`config.mk`:
```
export PLATFORM = sky130hd
export DESIGN_NAME = project_spi_register_bridge
export DESIGN_NICKNAME = d
export VERILOG_FILES = /design/src/rtl/project_spi_defines.sv /design/src/rtl/project_spi_synchronizer.sv /design/src/rtl/project_spi_register_bridge.sv
export SDC_FILE = /design/constraint.sdc
export NUM_CORES = 1
export LEC_CHECK = 0
export CORE_ASPECT_RATIO = 0.8
export CORE_MARGIN = 1
export CORE_UTILIZATION = 47
export DETAILED_ROUTE_END_ITERATION = 10
export GPL_TIMING_DRIVEN = 0
export PLACE_DENSITY = 0.8
export SETUP_SLACK_MARGIN = 0.05
export SKIP_LAST_GASP = 1
export SLEW_MARGIN = 5
export SYNTH_ARGS = -nofsm -noshare
export SYNTH_HDL_FRONTEND = slang
export SYNTH_SLANG_ARGS = --single-unit
```
`constraint.sdc`:
```
create_clock -name i_clk -period 1.8 [get_ports i_clk]
set_clock_uncertainty 0.15 [all_clocks]
set_input_delay 0.36 -clock i_clk [delete_from_list [all_inputs] [get_ports i_clk]]
set_output_delay 0.36 -clock i_clk [all_outputs]
set_load 0.01 [all_outputs]
```
`src/rtl/project_spi_defines.sv`:
```
// Shared constants for the SPI register bridge: FSM encodings, frame bit positions, bit counts.
package project_spi_defines;

  typedef enum logic [1:0] {
    ST_IDLE    = 2'd0,
    ST_CMD     = 2'd1,
    ST_DATA    = 2'd2,
    ST_WAIT_CS = 2'd3
  } state_e;

  localparam int unsigned RW_BIT     = 7;
  localparam int unsigned ADDR_MSB   = 5;
  localparam int unsigned ADDR_LSB   = 0;
  localparam int unsigned CMD_BITS   = 8;
  localparam int unsigned FRAME_BITS = 16;
  localparam int unsigned CNT_W      = 5;

endpackage

```
`src/rtl/project_spi_synchronizer.sv`:
```
// Brings the asynchronous SPI pins into the i_clk domain and detects SCLK/CS edges.
module project_spi_synchronizer (
  input  logic clk_i,
  input  logic reset_i,
  input  logic sclk_i,
  input  logic cs_n_i,
  input  logic mosi_i,
  output logic sclk_rise_c,
  output logic sclk_fall_c,
  output logic cs_fall_c,
  output logic cs_n_o,
  output logic mosi_o
);

  logic [2:0] sclk_q;
  logic [2:0] cs_n_q;
  logic [1:0] mosi_q;

  // CS flops reset to "asserted" so a frame already running at reset release
  // produces no falling edge until CS has first returned high.
  always_ff @(posedge clk_i) begin
    if (reset_i) begin
      sclk_q <= '0;
      cs_n_q <= '0;
      mosi_q <= '0;
    end else begin
      sclk_q <= {sclk_q[1:0], sclk_i};
      cs_n_q <= {cs_n_q[1:0], cs_n_i};
      mosi_q <= {mosi_q[0], mosi_i};
    end
  end

  assign sclk_rise_c = sclk_q[1] & ~sclk_q[2];
  assign sclk_fall_c = ~sclk_q[1] & sclk_q[2];
  assign cs_fall_c   = ~cs_n_q[1] & cs_n_q[2];
  assign cs_n_o      = cs_n_q[1];
  assign mosi_o      = mosi_q[1];

endmodule

```
`src/rtl/project_spi_register_bridge.sv`:
```
// SPI mode-0 slave bridging {rw,x,addr} + data frames onto a simple register-file port.
// Define SPI_AUTO_INCREMENT_EN for burst access with address auto-increment.
module project_spi_register_bridge
  import project_spi_defines::*;
#(
  parameter int unsigned ADDRESS_WIDTH = 6,
  parameter int unsigned ADDRESS_MAX   = 48
) (
  input  logic                     i_clk,
  input  logic                     i_reset,
  input  logic                     i_spi_sclk,
  input  logic                     i_spi_cs_n,
  input  logic                     i_spi_mosi,
  output logic                     o_spi_miso,
  output logic                     o_write_en,
  output logic [ADDRESS_WIDTH-1:0] o_address,
  output logic [7:0]               o_data,
  input  logic [7:0]               i_data,
  output logic                     o_busy
);

  logic sclk_rise, sclk_fall, cs_fall, cs_n, mosi;

  project_spi_synchronizer u_sync (
    .clk_i       (i_clk),
    .reset_i     (i_reset),
    .sclk_i      (i_spi_sclk),
    .cs_n_i      (i_spi_cs_n),
    .mosi_i      (i_spi_mosi),
    .sclk_rise_c (sclk_rise),
    .sclk_fall_c (sclk_fall),
    .cs_fall_c   (cs_fall),
    .cs_n_o      (cs_n),
    .mosi_o      (mosi)
  );

  state_e                   state_q, state_d;
  logic [CNT_W-1:0]         cnt_q, cnt_d;
  logic [7:0]               mosi_sh_q, mosi_sh_d;
  logic [7:0]               miso_sh_q, miso_sh_d;
  logic                     miso_q, miso_d;
  logic                     rw_q, rw_d;
  logic                     load_q, load_d;
  logic                     incr_q, incr_d;
  logic                     write_en_q, write_en_d;
  logic [ADDRESS_WIDTH-1:0] address_q, address_d;
  logic [7:0]               data_q, data_d;
  logic                     busy_q;

  logic [7:0] byte_in;
  logic       cmd_done, data_done, in_range;

  assign byte_in   = {mosi_sh_q[6:0], mosi};
  assign cmd_done  = (state_q == ST_CMD) && sclk_rise && (cnt_q == CNT_W'(CMD_BITS - 1));
  assign data_done = (state_q == ST_DATA) && sclk_rise && (cnt_q == CNT_W'(FRAME_BITS - 1));
  assign in_range  = 32'(address_q) <= ADDRESS_MAX;

  // State register
  always_ff @(posedge i_clk) begin
    if (i_reset) state_q <= ST_IDLE;
    else         state_q <= state_d;
  end

  // Next-state logic
  always_comb begin
    state_d = state_q;
    if (cs_n) begin
      state_d = ST_IDLE;
    end else begin
      case (state_q)
        ST_IDLE:    if (cs_fall) state_d = ST_CMD;
        ST_CMD:     if (cmd_done) state_d = ST_DATA;
        ST_DATA: begin
`ifdef SPI_AUTO_INCREMENT_EN
          state_d = ST_DATA;
`else
          if (data_done) state_d = ST_WAIT_CS;
`endif
        end
        ST_WAIT_CS: state_d = ST_WAIT_CS;
        default:    state_d = ST_IDLE;
      endcase
    end
  end

  // Datapath / output next values
  always_comb begin
    cnt_d      = cnt_q;
    mosi_sh_d  = mosi_sh_q;
    miso_sh_d  = miso_sh_q;
    miso_d     = miso_q;
    rw_d       = rw_q;
    load_d     = 1'b0;
    incr_d     = 1'b0;
    write_en_d = 1'b0;
    address_d  = address_q;
    data_d     = data_q;

    if (cs_n) begin
      cnt_d  = '0;
      miso_d = 1'b0;
    end else begin
      case (state_q)
        ST_IDLE: begin
          cnt_d  = '0;
          miso_d = 1'b0;
        end
        ST_CMD: begin
          miso_d = 1'b0;
          if (sclk_rise) begin
            mosi_sh_d = byte_in;
            cnt_d     = cnt_q + CNT_W'(1);
          end
          if (cmd_done) begin
            rw_d      = byte_in[RW_BIT];
            address_d = ADDRESS_WIDTH'(byte_in[ADDR_MSB:ADDR_LSB]);
            load_d    = 1'b1;
          end
        end
        ST_DATA: begin
          // Out-of-range reads and all writes shift out zeros.
          if (load_q) begin
            miso_sh_d = (!rw_q && in_range) ? i_data : 8'h00;
          end else if (sclk_fall) begin
            miso_d    = miso_sh_q[7];
            miso_sh_d = {miso_sh_q[6:0], 1'b0};
          end
          if (sclk_rise) begin
            mosi_sh_d = byte_in;
            cnt_d     = cnt_q + CNT_W'(1);
          end
          if (data_done) begin
            if (rw_q && in_range) begin
              write_en_d = 1'b1;
              data_d     = byte_in;
            end
`ifdef SPI_AUTO_INCREMENT_EN
            cnt_d  = CNT_W'(CMD_BITS);
            incr_d = 1'b1;
`endif
          end
          // Advance after the strobe cycle so the write still sees the old address.
          if (incr_q) begin
            address_d = (address_q == ADDRESS_WIDTH'(ADDRESS_MAX)) ? '0
                                                                   : address_q + ADDRESS_WIDTH'(1);
            load_d    = 1'b1;
          end
        end
        ST_WAIT_CS: miso_d = 1'b0;
        default:    miso_d = 1'b0;
      endcase
    end
  end

  // Datapath registers
  always_ff @(posedge i_clk) begin
    if (i_reset) begin
      cnt_q      <= '0;
      mosi_sh_q  <= '0;
      miso_sh_q  <= '0;
      miso_q     <= 1'b0;
      rw_q       <= 1'b0;
      load_q     <= 1'b0;
      incr_q     <= 1'b0;
      write_en_q <= 1'b0;
      address_q  <= '0;
      data_q     <= '0;
      busy_q     <= 1'b0;
    end else begin
      cnt_q      <= cnt_d;
      mosi_sh_q  <= mosi_sh_d;
      miso_sh_q  <= miso_sh_d;
      miso_q     <= miso_d;
      rw_q       <= rw_d;
      load_q     <= load_d;
      incr_q     <= incr_d;
      write_en_q <= write_en_d;
      address_q  <= address_d;
      data_q     <= data_d;
      busy_q     <= (state_d != ST_IDLE);
    end
  end

  assign o_spi_miso = miso_q;
  assign o_write_en = write_en_q;
  assign o_address  = address_q;
  assign o_data     = data_q;
  assign o_busy     = busy_q;

endmodule

```
=== Word-level counts from Yosys, hierarchy flattened ===
Cells that the tools add are included.

* Register bits: 49
* Word-level logic and storage cells: 70
* Output and inout port bits: 17
* Input port bits: 13

* Add/subtract/negate cells: 1
* Order comparisons: 1
* Multiplexer cells: 15
* Bitwise gates (word level): 9
* Reduce and logical (&&, ||, !) cells: 22
* Eq/ne operators: 8

{| class="wikitable"
|+ Operator list
! cell !! count
|-
| $mux 8 || 3
|-
| $pmux 5 s2 || 1
|-
| $reduce_and 3->1 || 3
|-
| $mux 2 || 4
|-
| $pmux 2 s4 || 1
|-
| $le 6x6->1 const B || 1
|-
| $logic_and 1x1->1 || 6
|-
| $not 1->1 || 6
|-
| $reduce_bool 2->1 || 3
|-
| $reduce_or 3->1 || 2
|-
| $add 5x1->5 const B || 1
|-
| $eq 5x3->1 const B || 1
|-
| $eq 5x4->1 const B || 1
|-
| $mux 5 || 1
|-
| $eq 2x2->1 const B || 2
|-
| $mux 1 || 4
|-
| $ne 2x2->1 const B || 2
|-
| $reduce_and 2->1 || 2
|-
| $reduce_and 4->1 || 1
|-
| $reduce_or 2->1 || 2
|-
| $reduce_or 4->1 || 1
|-
| $and 1x1->1 || 3
|-
| $eq 2x1->1 const B || 1
|-
| $logic_not 2->1 || 1
|-
| 3 further kinds || 3
|}

=== Depth between registers and ports, before layout ===
* Depth after elaboration: 8
* Gate-level depth with buffers: 8
* Depth with buffers taken out: 7

=== Hierarchy ===
A second synthesis with hierarchy kept.

* Cell total of the unflattened synthesis: 223
* Area, all modules: 2055.7 um^2

{| class="wikitable"
|+ By module, submodules not included
! module !! cells each !! area an instance (um^2) !! times used !! sequential area each (um^2)
|-
| project_spi_register_bridge || 204 || 1826.8 || 1 || 820.8
|-
| project_spi_synchronizer || 19 || 229.0 || 1 || 160.2
|}

=== Worst setup path before layout ===
Ideal clock, no wire load.

* Path kind: register -> register
* From: reg address_q[0] (netlist: o_address[0])
* To: reg data_q[0] (netlist: o_data[0])
* Buffers on the path: 1
* Library setup time: 128 ps
* Slack: -52 ps
* Clock period less this slack: 1852 ps
* Data required time: 1522 ps
* Stages on the path, launching flop included: 6
* Data arrival time: 1574 ps
* Cells stage by stage: dfxtp_1 or4_4 a311o_1 buf_6 mux2i_1 nor2_1

* Word-level cells in the longest chain between the ends: 3

{| class="wikitable"
|+ Ends and longest elaborated chain
! element !! RTL line !! text
|-
| from (decl) || project_spi_register_bridge.sv:46 || <nowiki>logic [ADDRESS_WIDTH-1:0] address_q, address_d;</nowiki>
|-
| from (signal assigned) || project_spi_register_bridge.sv:178 || <nowiki>address_q <= address_d;</nowiki>
|-
| $le 6x6->1 || project_spi_register_bridge.sv:56 || <nowiki>assign in_range = 32'(address_q) <= ADDRESS_MAX;</nowiki>
|-
| $logic_and 1x1->1 || project_spi_register_bridge.sv:133 || <nowiki>if (rw_q && in_range) begin</nowiki>
|-
| $reduce_and 4->1 (no line) || - ||
|-
| to (signal assigned) || project_spi_register_bridge.sv:179 || <nowiki>data_q <= data_d;</nowiki>
|-
| to (decl) || project_spi_register_bridge.sv:47 || <nowiki>logic [7:0] data_q, data_d;</nowiki>
|}

Every way passes these cells.
A chain may end at the register's enable or synchronous reset.

=== Worst setup path after layout ===
* From: reg cnt_q[1]
* To: reg data_q[1] (netlist: o_data[1])

* Word-level cells in the longest chain between the ends: 3

{| class="wikitable"
|+ Ends and longest elaborated chain
! element !! RTL line !! text
|-
| from (decl) || project_spi_register_bridge.sv:38 || <nowiki>logic [CNT_W-1:0] cnt_q, cnt_d;</nowiki>
|-
| from (signal assigned) || project_spi_register_bridge.sv:170 || <nowiki>cnt_q <= cnt_d;</nowiki>
|-
| $eq 5x4->1 || project_spi_register_bridge.sv:55 || <nowiki>assign data_done = (state_q == ST_DATA) && sclk_rise && (cnt_q == CNT_W'(FRAME_BITS - 1));</nowiki>
|-
| $logic_and 1x1->1 || project_spi_register_bridge.sv:55 ||
|-
| $reduce_and 4->1 (no line) || - ||
|}

Every way passes these cells.

==> results.md <==
Timing:
- The post-route worst hold slack is 289.5 ps.
- For this run, the top clock speed supported by timing is 523.9 MHz.
- After layout, the worst path uses 106.0% of the clock period.
- Measured against its own limit, the worst slew margin works out to 65.14%.
- Setup repair after global routing could not meet its margin everywhere.
- The sum of negative setup slack is -808.1 ps.
- The setup-violating endpoint count in the final report is 12.
- At the pin with the least slew margin, the transition time is 522.9 ps.
- Setup slack on the critical path of the routed design comes to -108.7 ps.
- The number of endpoints with negative hold slack in the final report is 0.
- The minimum clock period after layout is 1909 ps.
- The count of final max-slew check failures is 0.

Place:
- Timing analysis after detailed placement gives a worst setup slack of -313.8 ps.
- The final weighted congestion in routability-driven placement is 0.8153.
- The number of buffer cells added on primary ports is 29.
- Detailed placement finished with a half-perimeter wire length of 2873 um.
- Summing all placed instances gives a cell area of 2346 um^2.

Final layout:
- The final-layout fill cell count is 282.
- The signed area change from the synthesized netlist to the final layout is 41.75%.
- The layout net count is 277.
- The finished layout cell area is 2795 um^2.
- The repair_antennas step left the layout with diodes totalling 0.
- Cells with a size suffix above 1 make up 21.71% of the layout.

Synthesis:
- The area share of fa/ha/maj cells after synthesis is 4.442%.
- The mux cell area share after synthesis is 8.122%.
- Summing the areas of all compound-gate instances in the mapped netlist gives 13.64% of the synthesized area.
- The synthesized net count is 230.
- Summing the areas of all and, or, nand and nor instances in the mapped netlist gives 20.37% of the synthesized area.
- The total of flip-flops plus latches after synthesis is 49.
- The Yosys step of the flow raised 0 warnings.
- By area the synthesized netlist is led by dfxtp_1 50%, mux2i_1 8.1%, nor2_1 6.7%.
- The most common cell in the synthesized netlist is dfxtp_1.
- The prevailing post-synth register cell is dfxtp_1.
- The average cell area after synthesis is 9.390 um^2.
- The count of distinct cell types in the synthesized netlist is 33.
- By count the netlist is led by 49 x dfxtp_1, 35 x nor2_1, 16 x mux2i_1, 14 x a21oi_1, 11 x nor2b_1.
- After synthesis, the share of flip-flops with an asynchronous set or reset is 0%.
- After technology mapping, the gate count stands at 210.
- After synthesis, the largest family of logic cells by area is simple AND/OR/NAND/NOR gates.
- dfxtp_1 takes more of the synthesized area than any other cell.
- The part of the Yosys area used for sequential elements is 49.75%.
- The cell area after synthesis is 1972 um^2.
- In this run, synthesis inferred 0 flip-flops with an integrated enable.
- The parity-gate share of the synthesized area counting xor and xnor cells is 0.4442%.
- The share of Yosys cell area claimed by the top area cell type is 49.75%.

Global routing:
- The global route total overflow is 0.
- Entering global routing, the biggest net connects 16 pins.
- The first global-routing pass estimated 7541 um of wire.
- The initial antenna violation count came to 0.
- The global router's overall resource usage is 22.77%.
- The number of global-route vias before repair came to 1600.

Routing:
- After detailed routing, the number of remaining DRC violations is 0.
- The number of design-rule violations left by the first detailed-router iteration is 189.
- The per-cell routed wire length is 15.43 um.
- Dividing the detail-routed via count by the number of cells gives 5.441.
- The number of nets with antenna violations after routing is 0.
- The overall via count from detail_route is 1703.
- Wires add up to 4830 um.
- The number of iterations in the first detailed-routing pass is 4.

Clock tree:
- The number of clock buffers added by TritonCTS is 5.
- The clock latency at the later pin of the worst-skew pair is 300 ps.
- The maximum level of the CTS H-tree is 2.
- In this run, post-CTS hold repair placed 0 buffers.
- The number of sinks on the clock net is 49.
- The CTS tree is done.
- The buffer depth of the longest clock path is 2.
- The clock tree root driver cell is clkbuf_8.
- Clock-pin slew was measured on the worst setup and hold paths at 90 ps.

Power:
- Cell internal power was estimated by the tool at 0.001849 W.
- The combinational group share of total power is 15.6%.
- The power density over the cells is 874.5 nW/um^2.
- The peak ir drop on the vdd network is 594.2 uV.
- The clock network fraction of total power is 37.4%.
- In this run the power spent charging and discharging nets is 0.0005949 W.
- The switching portion of total power is 24.34%.
- The part of the total power dissipated in sequential elements is 46.9%.
- Summed over all cells, the static leakage comes to 1.199 nW.

Flow run:
- Across the run, the number of max-cap violations was 0.

Critical path:
- The maximum fanout count along the critical path is 9.
- STA classifies the critical path endpoint as a flop.
- The data arrival at the endpoint of the critical path is 1940 ps.
- At the worst endpoint, the required time is 1830 ps.
- The kind of start point of the critical path is a flop.
- The kind of critical path is flop to flop.

Floorplanning:
- The die width is 74.42 um.
- Once the floorplan was initialized, standard cells occupied 50.51% of the core.
- The area of the core is 3904 um^2.
- The die outline area is 4460 um^2.
- The die span in y is 59.94 um.
- The total number of placement rows is 20.
- The I/O pin total is 30.

Outcome:
- The run finished, with violations left.
- The checks that failed: setup timing.

Min path:
- The class of the most critical hold timing path is flop to flop.
metal layers:
layer  global-route usage [%]  up-vias  routed length, um
li1                         -      831                  -
met1                    30.29      788               2187
met2                    35.39       74               2233
met3                    5.228       10                308
met4                    9.973        0                102
met5                        0        -                  0
area by class of cell:
| type | instances | area [um^2] | share of cell area [%] |
|---|---|---|---|
| Timing Repair Buffer | 40 | 401.6 | 14.37 |
| Inverter | 6 | 26.28 | 0.9400 |
| Multi-Input combinational cell | 146 | 1115 | 39.88 |
| Buffer | 9 | 53.80 | 1.925 |
| Tap cell | 55 | 68.82 | 2.462 |
| Clock buffer | 5 | 68.82 | 2.462 |
| Clock inverter | 3 | 65.06 | 2.328 |
| Sequential cell | 49 | 996.0 | 35.63 |
kinds of logic (layout without fill, tap and decap cells):
logic type               count (synthesis)  count (layout)
flip-flops                              49              49
multiplexers                            16              16
adder cells (fa/ha/maj)                  7               7
buffers and inverters                   15              63
AO/OA/AOI/OAI                           40              40
AND/OR/NAND/NOR                         82              82
XOR/XNOR                                 1               1
placed cells by master (no fill, tap or decap), drive strengths merged, types with 2 or more instances in the layout:
cell | netlist | final
clkbuf | 8 | 12
nor2b | 11 | 11
nand2 | 10 | 10
nor2 | 35 | 35
dlygate4sd2 | 0 | 2
nand3 | 3 | 3
dlymetal6s2s | 0 | 4
nand2b | 4 | 4
nor3 | 10 | 10
a21oi | 14 | 14
ha | 7 | 7
a31oi | 2 | 2
nand4b | 2 | 2
mux2i | 16 | 16
dfxtp | 49 | 49
o21ai | 10 | 10
buf | 1 | 13
bufinv | 0 | 2
clkdlybuf4s50 | 0 | 23
inv | 5 | 5
a221oi | 7 | 7
final timing paths:
check                                 startpoint                to  slack [ps]  cells after the start
worst max-delay path                    cnt_q[1]         o_data[1]        -110                      8
worst min-delay path            u_sync.sclk_q[0]  u_sync.sclk_q[1]         290                      1
worst max register to register          cnt_q[1]         o_data[1]        -110                      8
worst min register to register  u_sync.sclk_q[0]  u_sync.sclk_q[1]         290                      1
flip-flops by register name, summed over array words and instances (netlist names), 2 cells and up:
register	cells
miso_sh_q	8
o_data	8
mosi_sh_q	7
o_address	6
cnt_q	5
u_sync.cs_n_q	3
u_sync.sclk_q	3
state_q	2
u_sync.mosi_q	2
what timing repair did:
action	4_1_cts	5_1_grt
gates resized for setup	30	25
pin swaps	18	5
cloned	0	1
endpoints found under the setup margin	38	43
endpoints found under the hold margin	0	0
buffers inserted	6	4
worst max-delay path, cell delays in order, from the launching register on:
cell and delay [ps]:
dfxtp_2 360, ha_4 140, and3_4 190, ha_4 120
nand4b_1 130, a311o_1 320, buf_6 160, mux2i_1 160
nor2_1 50
power groups by stage:
stage / combinational [W] / sequential [W] / clock [W]
6_report: 0.000382 / 0.00115 / 0.000914
5_1_grt: 0.000421 / 0.00115 / 0.000964
4_1_cts: 0.000299 / 0.00114 / 0.000916
3_5_place_dp: 0.000273 / 0.00117 / 0
3_3_place_gp: 0.000266 / 0.00117 / 0
2_1_floorplan: 0.000180 / 0.00117 / 0
metrics by stage:
stage          cells  util (%)  power (W)
2_1_floorplan    210         -   0.001345
3_3_place_gp     294     60.10   0.001433
3_5_place_dp     294     60.10   0.001440
4_1_cts          308     67.47   0.002358
5_1_grt          313     71.60   0.002537
6_report         313     71.60   0.002444
Note: power is estimated with default switching activity, not from simulation.
